### config.mk
export PLATFORM = sky130hd
export DESIGN_NAME = tlb_op_ctrl
export DESIGN_NICKNAME = d
export VERILOG_FILES = /design/src/rtl/tlb_op_ctrl.sv
export SDC_FILE = /design/constraint.sdc
export NUM_CORES = 1
export LEC_CHECK = 0
export CAP_MARGIN = 5
export CELL_PAD_IN_SITES_DETAIL_PLACEMENT = 0
export CELL_PAD_IN_SITES_GLOBAL_PLACEMENT = 1
export CORE_AREA = 5 5 188 190
export CTS_BUF_LIST = sky130_fd_sc_hd__clkbuf_4 sky130_fd_sc_hd__clkbuf_8
export DETAILED_ROUTE_END_ITERATION = 12
export DIE_AREA = 0 0 193 195
export MAX_ROUTING_LAYER = met4
export PLACE_DENSITY_LB_ADDON = 0.15
export SYNTH_ARGS = -nofsm -noshare
export SYNTH_HDL_FRONTEND = slang
export SYNTH_SLANG_ARGS = --single-unit
### constraint.sdc
create_clock -name clk -period 2 [get_ports clk]
set_input_delay 0.3 -clock clk [delete_from_list [all_inputs] [get_ports clk]]
set_output_delay 0.3 -clock clk [all_outputs]
set_load 0.05 [all_outputs]
### src/rtl/tlb_op_ctrl.sv
// TLB maintenance initiator: runs TLBSRCH/RD/WR/FILL/INVTLB against the TLB ports and
// returns results through a valid/ready response. Define TLB_FILL_LFSR_EN for an LFSR FILL index.
module tlb_op_ctrl #(
    parameter int unsigned TLBNUM     = 16,
    parameter int unsigned TLBNUMSIZE = 4,
    parameter int unsigned PHYTRAN_W  = 26
) (
    input  logic                  clk,
    input  logic                  resetn,
    input  logic                  op_valid,
    output logic                  op_ready,
    input  logic [2:0]            op_code,
    input  logic [2:0]            inv_op,
    input  logic [9:0]            inv_asid,
    input  logic [18:0]           inv_va,
    input  logic [TLBNUMSIZE-1:0] csr_index,
    input  logic [5:0]            csr_ps,
    input  logic                  csr_ne,
    input  logic [18:0]           csr_vppn,
    input  logic [9:0]            csr_asid,
    input  logic                  csr_g,
    input  logic [PHYTRAN_W-1:0]  csr_elo0,
    input  logic [PHYTRAN_W-1:0]  csr_elo1,
    input  logic [5:0]            csr_ecode,
    output logic [18:0]           s_vppn,
    output logic [9:0]            s_asid,
    output logic                  s_req,
    input  logic [TLBNUMSIZE-1:0] s_index,
    input  logic                  s_ne,
    output logic [TLBNUMSIZE-1:0] r_index,
    input  logic [5:0]            r_ps,
    input  logic [9:0]            r_asid,
    input  logic [18:0]           r_vppn,
    input  logic                  r_g,
    input  logic                  r_ne,
    input  logic [PHYTRAN_W-1:0]  r_phytran0,
    input  logic [PHYTRAN_W-1:0]  r_phytran1,
    output logic                  we,
    output logic [TLBNUMSIZE-1:0] w_index,
    output logic [5:0]            w_ps,
    output logic                  w_ne,
    output logic [9:0]            w_asid,
    output logic [18:0]           w_vppn,
    output logic                  w_g,
    output logic [PHYTRAN_W-1:0]  w_phytran0,
    output logic [PHYTRAN_W-1:0]  w_phytran1,
    output logic                  fe,
    output logic [2:0]            f_op,
    output logic [9:0]            f_asid,
    output logic [18:0]           f_va,
    output logic                  resp_valid,
    input  logic                  resp_ready,
    output logic [2:0]            resp_op,
    output logic                  resp_ne,
    output logic [TLBNUMSIZE-1:0] resp_index,
    output logic [5:0]            resp_ps,
    output logic [9:0]            resp_asid,
    output logic [18:0]           resp_vppn,
    output logic                  resp_g,
    output logic [PHYTRAN_W-1:0]  resp_phytran0,
    output logic [PHYTRAN_W-1:0]  resp_phytran1,
    output logic                  resp_ine
);

    typedef enum logic [1:0] {IDLE, EXEC, RESP} state_e;
    typedef enum logic [2:0] {OP_SRCH = 3'd0, OP_RD = 3'd1, OP_WR = 3'd2,
                              OP_FILL = 3'd3, OP_INV = 3'd4} op_e;

    typedef struct packed {
        logic [2:0]            op;
        logic [2:0]            inv_op;
        logic [9:0]            inv_asid;
        logic [18:0]           inv_va;
        logic [TLBNUMSIZE-1:0] index;
        logic [5:0]            ps;
        logic                  ne;
        logic [18:0]           vppn;
        logic [9:0]            asid;
        logic                  g;
        logic [PHYTRAN_W-1:0]  elo0;
        logic [PHYTRAN_W-1:0]  elo1;
        logic [5:0]            ecode;
        logic [TLBNUMSIZE-1:0] fill_idx;
    } req_t;

    typedef struct packed {
        logic [2:0]            op;
        logic                  ne;
        logic [TLBNUMSIZE-1:0] index;
        logic [5:0]            ps;
        logic [9:0]            asid;
        logic [18:0]           vppn;
        logic                  g;
        logic [PHYTRAN_W-1:0]  pt0;
        logic [PHYTRAN_W-1:0]  pt1;
        logic                  ine;
    } resp_t;

    state_e state_q, state_d;
    req_t   req_q, req_d;
    resp_t  resp_q, resp_d;
    logic [TLBNUMSIZE-1:0] fill_idx;

`ifdef TLB_FILL_LFSR_EN
    logic [7:0] lfsr_q, lfsr_d;

    always_comb begin
        lfsr_d = {lfsr_q[6:0], lfsr_q[7] ^ lfsr_q[5] ^ lfsr_q[4] ^ lfsr_q[3]};
    end

    always_ff @(posedge clk or negedge resetn) begin
        if (!resetn) lfsr_q <= 8'h01;
        else         lfsr_q <= lfsr_d;
    end

    assign fill_idx = lfsr_q[TLBNUMSIZE-1:0];
`else
    logic [TLBNUMSIZE-1:0] fill_idx_q, fill_idx_d;

    always_comb begin
        fill_idx_d = (fill_idx_q == TLBNUMSIZE'(TLBNUM - 1)) ? '0 : fill_idx_q + 1'b1;
    end

    always_ff @(posedge clk or negedge resetn) begin
        if (!resetn) fill_idx_q <= '0;
        else         fill_idx_q <= fill_idx_d;
    end

    assign fill_idx = fill_idx_q;
`endif

    always_ff @(posedge clk or negedge resetn) begin
        if (!resetn) begin
            state_q <= IDLE;
            req_q   <= '0;
            resp_q  <= '0;
        end else begin
            state_q <= state_d;
            req_q   <= req_d;
            resp_q  <= resp_d;
        end
    end

    // Port strobes are decoded from state_q, so an async reset in EXEC drops we/fe at once.
    always_comb begin
        state_d    = state_q;
        req_d      = req_q;
        resp_d     = resp_q;
        op_ready   = 1'b0;
        s_req      = 1'b0;
        s_vppn     = '0;
        s_asid     = '0;
        r_index    = '0;
        we         = 1'b0;
        w_index    = '0;
        w_ps       = '0;
        w_ne       = 1'b0;
        w_asid     = '0;
        w_vppn     = '0;
        w_g        = 1'b0;
        w_phytran0 = '0;
        w_phytran1 = '0;
        fe         = 1'b0;
        f_op       = '0;
        f_asid     = '0;
        f_va       = '0;

        case (state_q)
            IDLE: begin
                op_ready = 1'b1;
                if (op_valid) begin
                    req_d.op       = op_code;
                    req_d.inv_op   = inv_op;
                    req_d.inv_asid = inv_asid;
                    req_d.inv_va   = inv_va;
                    req_d.index    = csr_index;
                    req_d.ps       = csr_ps;
                    req_d.ne       = csr_ne;
                    req_d.vppn     = csr_vppn;
                    req_d.asid     = csr_asid;
                    req_d.g        = csr_g;
                    req_d.elo0     = csr_elo0;
                    req_d.elo1     = csr_elo1;
                    req_d.ecode    = csr_ecode;
                    req_d.fill_idx = fill_idx;
                    state_d        = EXEC;
                end
            end
            EXEC: begin
                state_d     = RESP;
                resp_d      = '0;
                resp_d.op   = req_q.op;
                case (req_q.op)
                    OP_SRCH: begin
                        s_req        = 1'b1;
                        s_vppn       = req_q.vppn;
                        s_asid       = req_q.asid;
                        resp_d.ne    = s_ne;
                        resp_d.index = s_index;
                    end
                    OP_RD: begin
                        r_index     = req_q.index;
                        resp_d.ne   = r_ne;
                        resp_d.ps   = r_ps;
                        resp_d.asid = r_asid;
                        resp_d.vppn = r_vppn;
                        resp_d.g    = r_g;
                        resp_d.pt0  = r_phytran0;
                        resp_d.pt1  = r_phytran1;
                    end
                    OP_WR, OP_FILL: begin
                        we         = 1'b1;
                        w_index    = (req_q.op == OP_FILL) ? req_q.fill_idx : req_q.index;
                        // Ecode 0x3F marks a TLB refill, whose entries are always written valid.
                        w_ne       = (req_q.ecode == 6'h3F) ? 1'b0 : req_q.ne;
                        w_ps       = req_q.ps;
                        w_asid     = req_q.asid;
                        w_vppn     = req_q.vppn;
                        w_g        = req_q.g;
                        w_phytran0 = req_q.elo0;
                        w_phytran1 = req_q.elo1;
                    end
                    OP_INV: begin
                        if (req_q.inv_op <= 3'd6) begin
                            fe     = 1'b1;
                            f_op   = req_q.inv_op;
                            f_asid = req_q.inv_asid;
                            f_va   = req_q.inv_va;
                        end else begin
                            resp_d.ine = 1'b1;
                        end
                    end
                    default: ;
                endcase
            end
            RESP: begin
                if (resp_ready) begin
                    state_d    = IDLE;
                    resp_d.ine = 1'b0;
                end
            end
            default: state_d = IDLE;
        endcase
    end

    assign resp_valid    = (state_q == RESP);
    assign resp_op       = resp_q.op;
    assign resp_ne       = resp_q.ne;
    assign resp_index    = resp_q.index;
    assign resp_ps       = resp_q.ps;
    assign resp_asid     = resp_q.asid;
    assign resp_vppn     = resp_q.vppn;
    assign resp_g        = resp_q.g;
    assign resp_phytran0 = resp_q.pt0;
    assign resp_phytran1 = resp_q.pt1;
    assign resp_ine      = resp_q.ine;

endmodule
==> results of run 1 <==
[kinds of logic (layout without fill, tap and decap cells)]
family                     after synthesis  in the layout  share of synthesized area [%]
DFF                                    241            241                           60.8
and+or+nand+nor                        174            174                           11.0
muxes                                  146            146                           16.5
AOI/OAI and AO/OA                       99             99                           8.60
buffers and inverters                   56            621                           2.87
adders and majority gates                1              1                          0.126
xor gates and xnor gates                 1              1                         0.0883
other                                    0              7                              0
[report_power, final]
part           total, mW  internal (mW)  switching (mW)
logic               12.8           5.86            6.90
registers           8.42           7.08            1.34
clock network       4.62           2.61            2.01
[layout make-up]
cell class                      count  area share, %
Multi-Input combinational cell    421           21.2
Antenna cell                        7         0.0916
Clock buffer                       68           4.34
Sequential cell                   241           31.5
Inverter                            3          0.124
Timing Repair Buffer              545           39.6
Clock inverter                      5          0.150
Tap cell                          448           2.93
[final timing paths]
kind | start | end | slack [ps]
hold reg to reg | req_q[94] | req_q[94] | 490
setup / recovery | state_q[1] | w_asid[8] | -370
hold / removal | resetn | req_q[84] | 240
max in group asynchronous | resetn | req_q[115] | 1100
setup reg to reg | req_q[137] | resp_asid[3] | 130
min in group clk | inv_op[0] | req_q[132] | 350
[worst register-to-register path, stage by stage (launching register included)]
cell	delay, ps
sky130_fd_sc_hd__dfrtp_1	400
sky130_fd_sc_hd__buf_6	150
sky130_fd_sc_hd__buf_6	110
sky130_fd_sc_hd__nor4b_4	280
sky130_fd_sc_hd__buf_4	150
sky130_fd_sc_hd__buf_4	100
sky130_fd_sc_hd__buf_12	320
sky130_fd_sc_hd__a22o_1	290
[registers in the layout, indices dropped and copies added, names as in the netlist, 2 cells and up]
name / cells
resp_phytran0: 26
resp_asid: 10
state_q: 2
fill_idx: 4
resp_index: 4
resp_ps: 6
resp_vppn: 19
resp_op: 3
resp_phytran1: 26
req_q: 138
[cells in the mapped netlist (2+ instances only)]
cell type / count
sky130_fd_sc_hd__nor4_2: 2
sky130_fd_sc_hd__mux2_1: 9
sky130_fd_sc_hd__buf_4: 11
sky130_fd_sc_hd__nor2_1: 5
sky130_fd_sc_hd__nand2_1: 3
sky130_fd_sc_hd__nand2b_1: 3
sky130_fd_sc_hd__buf_2: 27
sky130_fd_sc_hd__a22o_1: 92
sky130_fd_sc_hd__mux2i_1: 5
sky130_fd_sc_hd__and2_1: 154
sky130_fd_sc_hd__mux2_2: 132
sky130_fd_sc_hd__o21ai_0: 2
sky130_fd_sc_hd__clkbuf_1: 14
sky130_fd_sc_hd__and3_1: 2
sky130_fd_sc_hd__dfrtp_1: 241
sky130_fd_sc_hd__inv_1: 2
[timing repair]
action,4_1_cts,5_1_grt
pin swaps,27,51
hold endpoints to repair,102,0
resized for setup,53,197
setup endpoints to repair,251,251
hold buffers,1,0
gates cloned,2,10
buffers inserted,1,11
[per-layer routing]
metal	vias up	routed length, microns	GRT usage, %
li1	3614	-	-
met1	3988	13500	19.6
met2	309	19500	32.4
met3	69	3870	7.98
met4	0	1190	7.47
met5	-	0	-
[per-stage QoR]
step	std cells	setup TNS [ps]	power (mW)	cell area, sq um
6_report	1738	-52370	25.8	19100
5_1_grt	1738	-68330	27.1	19100
4_1_cts	1710	-72530	25.7	18400
3_5_place_dp	1633	0	20.7	17300
3_3_place_gp	1633	0	20.6	17300
2_1_floorplan	718	-61.3	15.4	10100
[cell usage in the layout (no fill, tap or decap), types with 3 or more instances in the layout]
master / instances
sky130_fd_sc_hd__clkdlybuf4s50_1: 230
sky130_fd_sc_hd__a22o_1: 92
sky130_fd_sc_hd__buf_12: 178
sky130_fd_sc_hd__nand2_1: 3
sky130_fd_sc_hd__dfrtp_1: 241
sky130_fd_sc_hd__dlymetal6s2s_1: 90
sky130_fd_sc_hd__diode_2: 7
sky130_fd_sc_hd__mux2_2: 132
sky130_fd_sc_hd__mux2i_1: 5
sky130_fd_sc_hd__buf_4: 24
sky130_fd_sc_hd__nor2_4: 4
sky130_fd_sc_hd__and2_4: 139
sky130_fd_sc_hd__buf_6: 10
sky130_fd_sc_hd__mux2_1: 9
sky130_fd_sc_hd__clkbuf_16: 8
sky130_fd_sc_hd__and2_2: 15
sky130_fd_sc_hd__clkinv_2: 4
sky130_fd_sc_hd__clkbuf_8: 51
sky130_fd_sc_hd__clkbuf_4: 17
==> results.txt, run 1 <==
Once detailed placement completed, the half-perimeter wirelength came to 27,500 microns. The Yosys warning count was 0; the placement row count was 67. Entering global routing, the biggest net connects 100 pins. The tools report the count of antenna-violating nets left after detailed routing as 0. The tools report the kind of end point of the critical path as an output pin. The number of vias after detailed routing was 7,980; the share of layout cells above drive strength 1 was 46.5%. For this run, the share of the core covered by cells in the final layout is 57.5%.

Dividing the final minimum period by the clock period gives 119%. For the max-slew violation count, the log shows 0. In this run the cell area of the synthesized design comes to 9920 sq um. The floorplan die height works out to 195 microns. The worst setup path is launched from a register.

The starting utilization of the core area is 29.8%. The die covers 37,600 sq um. The routed design could run at a clock period as short as 2370 ps. For the final database, setup skew stands at 20.2 ps. The final hold violation count is 0. The reported leakage power is 9.66 nW, and the required time at the endpoint of the critical path is 1700 ps.

For this design the ratio of total power to cell area is 1350 nW/um^2. The peak supply drop was 0.700 mV. The die is 193 microns wide. The count of distinct cell types in the synthesized netlist is 30, and the number of detailed-route iterations in the first pass is 5. The number of buffers between clock root and the deepest sink was 3; the clock buffer count from CTS was 44. The number of antenna violations at the first check in global routing came out at 7. By area the synthesized netlist is led by sky130_fd_sc_hd__dfrtp_1 61%, sky130_fd_sc_hd__mux2_2 15%, sky130_fd_sc_hd__and2_1 9.7%. The tools report the core box area as 33,300 sq um. Traced cell by cell, the critical path runs through nand2b_4 > or3b_4 > clkinv_8 > clkbuf_16 > and2_2 > buf_12.

Counting buffers and inverters, the worst setup path is 6 cells deep. In this design, the stage delay of the slowest critical-path cell is 410 ps. The clock root buffer is sky130_fd_sc_hd__clkbuf_8. The critical path contains buffers and inverters numbering 3 combined. The number of violations of the max-capacitance limit came out at 0.

Compared with the post-synthesis result, the final layout area differs by 92.8%. For the register area, the log shows 6030 sq um. In the final layout, the multi-input gates occupy 4060 sq um. Averaged over all synthesized cells, the footprint is 13.8 sq um. The net count of the finished layout is 1,489.

The H-tree was split into 2 levels. The max-slew headroom at the worst pin is 61.0%. Input and output buffers added on the ports amount to 491. The final reports fail on negative setup slack. Data on the critical path arrives at its endpoint at 2070 ps.

The number of cells on the worst reg-to-reg path is 7, and the number of synthesized flops with an enable pin is 0. Of the post-synthesis cell area, the dominant cell type holds 60.8%. The all-layer global routing usage is 19.1%. TritonCTS built the clock tree.

The detailed router finished its first iteration with 258 violations. The critical path is of the register to output pin type. The dominant cell type by area after synthesis is sky130_fd_sc_hd__dfrtp_1. The clock-pin slew on the worst setup and hold paths is 60 ps. Share of async-settable or async-resettable flops after synthesis: 100%. The insertion delay to the later sink of the worst-skew pair was 550 ps; the final-report setup violation count was 161. The number of global-route vias before repair is 8,453. The final hold slack came out at 238 ps. Synthesis produced a netlist whose cell count is 718. The tightest min-delay check is of the input port to asynchronous set/reset pin type. Of all nets on the critical path, the largest fanout is 13. For this run the aggregate overflow at the end of global routing stands at 0. In this run the count of I/O pins placed on the die edge is 492. Timing would allow up to 421 MHz.

The clock drives 241 sinks. First-pass GRT wire length: 53,400 microns. The slowest stage of the critical path belongs to the cell sky130_fd_sc_hd__or3b_4.

Flip-flop and latch count after synthesis: 241. Broken down by cell family, the worst path's largest delay share belongs to simple AND/OR/NAND/NOR gates. For the pin with the worst max-slew slack, the measured transition is 584 ps. The tools report the post-synthesis sequential area ratio as 60.8%. After detailed routing, the average wire length per cell comes to 21.9 microns. Dividing the detail-routed via count by the number of cells gives 4.59. Among all flip-flop cells after synthesis, the most frequent one is sky130_fd_sc_hd__dfrtp_1. Fill cells in the final layout number 2,759. Setup repair after global routing could not meet its margin everywhere.

The run gives 38,000 microns as the overall routed net length. Prior to clock tree synthesis, the placed netlist has a worst setup slack of 57.0 ps. In the routed design, unresolved DRC markers number 0. At the end of routability-driven placement, the weighted congestion stood at 0.760.

The flow ran to the end, but the final reports show violations. The number of nets handed over by synthesis was 951. Post-route worst setup slack: -374 ps.
No activity file was read; power rests on OpenSTA's default activity.
==> run 2: changes to the inputs <==
- clock period: 2 -> 2.9 ns (I/O delays scaled with it)
==> results.txt, run 2 (synthesis results as in run 1) <==
The wire-length estimate of the detail-placed layout is 28,000 microns. The tools report the clock buffer count from CTS as 46. The setup path with the least slack is of type register to output pin. The area growth from synthesis to layout is 80.4%. Number of inserted filler cells in the final layout: 2,854. Leaving out fill and tap cells, the most frequent cell in the layout is sky130_fd_sc_hd__clkdlybuf4s50_1.

The category of the worst setup path launch point was a register. Count of antenna-violating nets left after detailed routing: 0. The completed layout was analyzed and its total power is 17.5 mW.

For this run, the detailed router's first-pass iteration total came to 4. At the end of routability-driven placement, the weighted congestion stood at 0.787. The clock passes through at most 3 buffers. The run gives 55.0% as the max-slew headroom at the worst pin.

The reported leakage power is 7.62 nW. The worst-case IR drop observed on VDD is 0.567 mV. In this run the horizontal extent of the chip is 193 microns. Starting utilization of the core area: 29.8%. The all-layer global routing usage was 19.8%.

After the first detailed-routing iteration, the DRC count stood at 260. The first global-routing pass estimated 54,700 microns of wire. The floorplan die height came out at 195 microns.

Detailed routing inserted a total of 7,765 vias. Including well taps, the total number of placed cells is 1,619. The final clock period utilization by the worst path came out at 95.1%. The number of buffers added on ports is 491.

For this design, the slowest cell found on the critical path is sky130_fd_sc_hd__dfrtp_1. Largest register by flop count: req_q. In the final layout, flip-flops and latches occupy 6030 sq um. The run finished with clean final reports. Global routing finished with a remaining overflow of 0. The number of nets in the final layout was 1,454. Kind of cell adding the most delay to the critical path: simple AND/OR/NAND/NOR gates.

The initialized floorplan defines 67 standard-cell rows. TritonCTS built the clock tree. The largest single stage delay on the critical path is 580 ps. After clock tree synthesis, the clock-pin slew on the worst setup and hold paths is 50 ps. Dividing the detail-routed via count by the number of cells gives 4.54. After detailed routing, the total wire length is 37,400 microns. The critical path contains buffers and inverters numbering 2 combined. After the flow finishes, the layout carries non-filler instances totaling 1,709. The worst register-to-register path has a depth of 3.

For the max-slew violation count, the log shows 0. Of the cells placed in the final design, the portion with a size suffix greater than 1 is 31.8%. Derived from the worst setup path, the maximum achievable clock frequency is 363 MHz. The core box area was 33,300 sq um; the number of remaining DRC errors was 0. The signal on the critical path passes through nand2b_1 > nor4_4 > buf_6 > and2_1 > buf_12.

Detailed-route wire length per cell: 21.9 microns. In this run the critical register-to-register path is captured at resp_vppn[12]. Dividing total power by cell area gives a power density of 978 nW/um^2. Entering global routing, the biggest net connects 89 pins. The tools report the final hold violation count as 0.

Once the clock tree was built, the setup fixing pass inserted 0 buffers. The class of the tightest hold or removal check is input port to asynchronous set/reset pin. The clock arrives with 12.8 ps of skew. The cell sitting at the root of the clock tree is a sky130_fd_sc_hd__clkbuf_8. 492 I/O pins were placed. STA puts the critical path data required time at 2470 ps. The actual transition at the worst max-transition pin is 676 ps. Subtracting the final worst setup slack from the clock period gives 2760 ps. The number of flip-flops under the largest register name works out to 138. The worst setup slack for register-to-register paths came out at 910 ps.

The run gives 37,600 sq um as the die outline area. The number of violations of the max-capacitance limit was 0. Setup slack closes at 143 ps. The total clock sinks was 241. Summed over all failing endpoints, the final setup total negative slack is 0 ps. The tools report the arrival time at the worst endpoint as 2320 ps. Setup repair after global routing left no endpoint under its margin.

The number of global-route vias before repair is 8,362. In this run the worst path has a maximum fanout of 33. The number of antenna violations at the first check in global routing came out at 8. STA classifies the critical path endpoint as an output pin.

Summing all multi-input logic gate instances after layout gives 3640 sq um. The reg-to-reg critical path startpoint was req_q[135]. Before CTS, the worst setup slack after placement is 402 ps. The top cell types in the final layout, fill and taps aside, are 328 x sky130_fd_sc_hd__clkdlybuf4s50_1, 241 x sky130_fd_sc_hd__dfrtp_1, 156 x sky130_fd_sc_hd__buf_12. The clock tree synthesis step divided the H-tree into 2 levels. Clock latency on the worst-skew pair, taken at its later pin, is 560 ps.

Final-report setup violation count: 0.
[run 2: worst max path at each step]
| stage | cells past startpoint | endpoint | slack, ps | startpoint |
|---|---|---|---|---|
| after floorplan | 5 | w_asid[0] | 550 | state_q[1] |
| after global placement | 6 | w_vppn[12] | 490 | state_q[1] |
| after detailed placement | 6 | w_asid[2] | 400 | state_q[1] |
| after CTS | 5 | f_va[1] | 9 | req_q[135] |
| after global routing | 5 | f_va[1] | 9 | req_q[135] |
| final | 5 | f_va[1] | 140 | req_q[135] |
[run 2: timing repair]
action,CTS,global route
endpoints found under the setup margin,72,75
hold endpoints to repair,58,0
gates resized for setup,5,2
gates cloned,1,0
hold buffers,1,0
[run 2: layer usage]
metal | track usage, % | share of wire, % | routed length [microns] | up-vias
met3 | 9.57 | 12 | 4510 | 51
li1 | - | - | - | 3548
met1 | 20.3 | 34 | 12900 | 3850
met4 | 5.59 | 2.0 | 748 | 0
met5 | - | 0 | 0 | -
met2 | 33.7 | 52 | 19300 | 316
[run 2: area by class of cell]
class                      instances  area share (%)
antenna                            8           0.112
clock buffer                      74            5.16
clock inverter                     6           0.335
inverter                           3           0.133
multi-input combinational        421            20.4
sequential                       241            33.7
tap                              448            3.13
timing repair buffer             508            37.1
[run 2: stage by stage]
stage / utilization (%) / area, sq um / hold WS [ps]
after detailed placement: 50.6 / 16800 / 426
after global routing: 53.8 / 17900 / 435
after global placement: 50.6 / 16800 / 430
after floorplan: - / 9920 / 139
final: 53.8 / 17900 / 431
after CTS: 53.7 / 17900 / 412
[run 2: power breakdown]
group	switching (mW)	leakage [nW]	internal (mW)	total [mW]
combinational	4.57	4.09	3.59	8.16
clock	1.46	0.519	2.10	3.56
sequential	0.920	3.01	4.88	5.80
==> run 3: changes to the inputs <==
- CELL_PAD_IN_SITES_DETAIL_PLACEMENT: 0 -> default
- CELL_PAD_IN_SITES_GLOBAL_PLACEMENT: 1 -> default
- CORE_AREA: 5 5 188 190 -> 5 5 189 191
- CTS_CLUSTER_DIAMETER: default -> 80
- DIE_AREA: 0 0 193 195 -> 0 0 194 196
==> results.txt, run 3 (synthesis results as in run 1) <==
Along the worst path, the maximum fanout reaches 23. TritonCTS built the clock tree. H-tree depth: 2.

The tools report the detailed placer's ending HPWL as 27,100 microns. The clock passes through at most 3 buffers. The critical path's slowest cell was sky130_fd_sc_hd__or3b_4. In the routed design, unresolved DRC markers number 0.

The total congestion overflow after global routing came out at 0. Destination of the worst register-to-register timing path: req_q[5]. The core region is 33,900 sq um. The number of violations of the max-capacitance limit is 0, and the number of cells on the worst reg-to-reg path is 5. From bottom edge to top edge, the die measures 196 microns.

The run gives 4 as the number of detailed-route iterations in the first pass. The worst setup path is of the register to output pin kind. The register with the most flip-flops in the layout has 138 of them. The most critical setup path has its startpoint at state_q[1]. Row generation in the floorplan step produced 68 rows.

For flop-to-flop paths, the worst setup slack is 1050 ps. The routed layout has 7,820 vias. At the worst endpoint, the arrival time is 2320 ps.

The routed via count divided by cell count is 4.55. At the later pin of the worst-skew pair, clock insertion delay measures 600 ps. The number of antenna violations at the first check in global routing is 6, and the final-report setup violation count is 0.

The kind of end point of the critical path was an output pin. For this design the top-level I/O count stands at 492. The root buffer cell chosen for the clock tree is sky130_fd_sc_hd__clkbuf_8. The analysis attributes to cell leakage a power of 7.58 nW.

The worst setup path is launched from a register. The number of setup buffers added after CTS is 0. In this run the number of cells on the critical path is 6. In this run the critical register-to-register path is launched from state_q[0]. Entering global routing, the biggest net connects 89 pins.

The starting utilization of the core area is 29.2%. The flow ran to the end, and the final reports show no timing, DRC or antenna violations. Global routing consumed, over all layers together, 19.7% of the routing resources.

In the final timing run, aggregate negative setup slack is 0 ps. Setup repair after global routing left no endpoint under its margin. The share of layout cells above drive strength 1 is 32.3%.

On the final layout, the worst hold slack is 435 ps. The tools report the worst clock skew as 19.5 ps. For this run, the top clock speed supported by timing is 362 MHz.

Data on the critical path is required at its endpoint by 2470 ps. The first routing iteration left 300 violations. The chip width is 194 microns, and the number of inserted filler cells in the final layout is 2,948. Across the VDD grid, the largest voltage drop is 0.617 mV. The die covers 38,000 sq um. The first-pass GRT wire length came out at 55,500 microns. At the end of routability-driven placement, the weighted congestion stood at 0.789. Walking the worst path, the cells encountered are nand2b_4 > or3b_4 > clkinv_8 > buf_16 > and3_1 > buf_12.

For this design the ratio of total power to cell area is 988 nW/um^2. Registers take 6030 sq um. The kind of cell adding the most delay to the critical path is simple AND/OR/NAND/NOR gates. Headroom to the max-slew limit came out at 46.7%. The worst path uses 95.1% of the clock period. The number of buffers added on ports is 491, and the clock buffer count from CTS is 45. The overall routed net length is 37,300 microns, and the largest stage delay on the critical path is 470 ps. The most frequent standard cell in the layout excluding fill and tap cells was sky130_fd_sc_hd__clkdlybuf4s50_1.

The count of nets left with antenna violations once routing finished came out at 0. From synthesis to final layout, the design area changed by 78.0%. For the pin with the worst max-slew slack, the measured transition is 800 ps. The capturing element of the worst setup path was w_ne.

The area of the multi-input gates was 3660 sq um. The library cells used most frequently in the layout, excluding fill and tap cells, are 329 x sky130_fd_sc_hd__clkdlybuf4s50_1, 240 x sky130_fd_sc_hd__dfrtp_1, 148 x sky130_fd_sc_hd__and2_1. Counting flops per register, the top entry is req_q. The number of global-route vias before repair was 8,608; the minimum period implied by the final worst setup slack was 2760 ps. The count of buffering cells on the critical path with inverters included is 3, and the max-slew violation count is 0.

The number of nets in the final layout was 1,456; the detailed-route wire length per cell was 21.7 microns. The run gives 0 as the final hold violation count. Counting every sink on the clock net gives 241.

In this run the worst hold path is classified as input port to register. After clock tree synthesis, the clock-pin slew on the worst setup and hold paths is 60 ps.
==> run 3: cell count changes in the layout (fill, tap and decap cells not counted), sizes merged <==
cell           delta
buf               +1
clkbuf            -4
clkdlybuf4s50     +1
clkinv            +3
inv               +1
==> run 3: through the flow <==
stage / util (%) / total power [mW] / area (sq um) / setup WS (ps) / instances
after floorplan: - / 10.6 / 9920 / 553 / 718
after global routing: 52.0 / 18.4 / 17700 / 27.0 / 1715
after global placement: 48.7 / 13.9 / 16500 / 637 / 1627
after CTS: 51.9 / 17.7 / 17600 / 1.93 / 1709
after detailed placement: 48.7 / 14.0 / 16500 / 620 / 1627
final: 52.0 / 17.4 / 17700 / 141 / 1718
==> run 3: timing repair <==
action,4_1_cts,5_1_grt
resized for setup,10,4
hold endpoints to repair,81,0
setup endpoints to repair,121,61
cloned,2,1
hold buffers,1,0
==> run 3: area by class of cell <==
class / instances / area share, %
well taps: 455 / 3.22
clock buffers: 69 / 5.02
diodes: 8 / 0.113
clock inverters: 10 / 0.475
inverters: 3 / 0.135
repair buffers: 511 / 36.2
multi-input cells: 421 / 20.7
flip-flops and latches: 241 / 34.2
==> run 3: how the worst min path moves through the flow <==
| stage | start | endpoint | depth (start not counted) |
|---|---|---|---|
| after floorplan | resetn | fill_idx[0] | 0 |
| after global placement | req_q[15] | req_q[15] | 1 |
| after detailed placement | resp_ne | resp_ne | 2 |
| after CTS | csr_elo1[6] | req_q[16] | 2 |
| after global routing | r_phytran0[13] | resp_phytran0[13] | 2 |
| final | csr_ps[1] | req_q[94] | 2 |
==> run 3: routing by layer <==
layer	global-route usage, %	vias to the layer above	share of wire, %
li1	-	3545	-
met1	21.2	3870	38
met2	31.7	349	48
met3	10.4	56	12
met4	5.83	0	2.6
met5	-	-	0
==> run 3: worst register-to-register path, cell delays in order (launching register included) <==
cell and delay, ps:
sky130_fd_sc_hd__dfrtp_1 410, sky130_fd_sc_hd__nor2_1 130, sky130_fd_sc_hd__buf_4 170, sky130_fd_sc_hd__and2_4 270, sky130_fd_sc_hd__buf_12 320, sky130_fd_sc_hd__mux2_2 440
==> run 3: power by group <==
part / leakage (nW) / switching (mW) / internal [mW]
logic: 4.05 / 4.55 / 3.56
registers: 3.01 / 0.933 / 4.88
clock network: 0.513 / 1.49 / 2.04
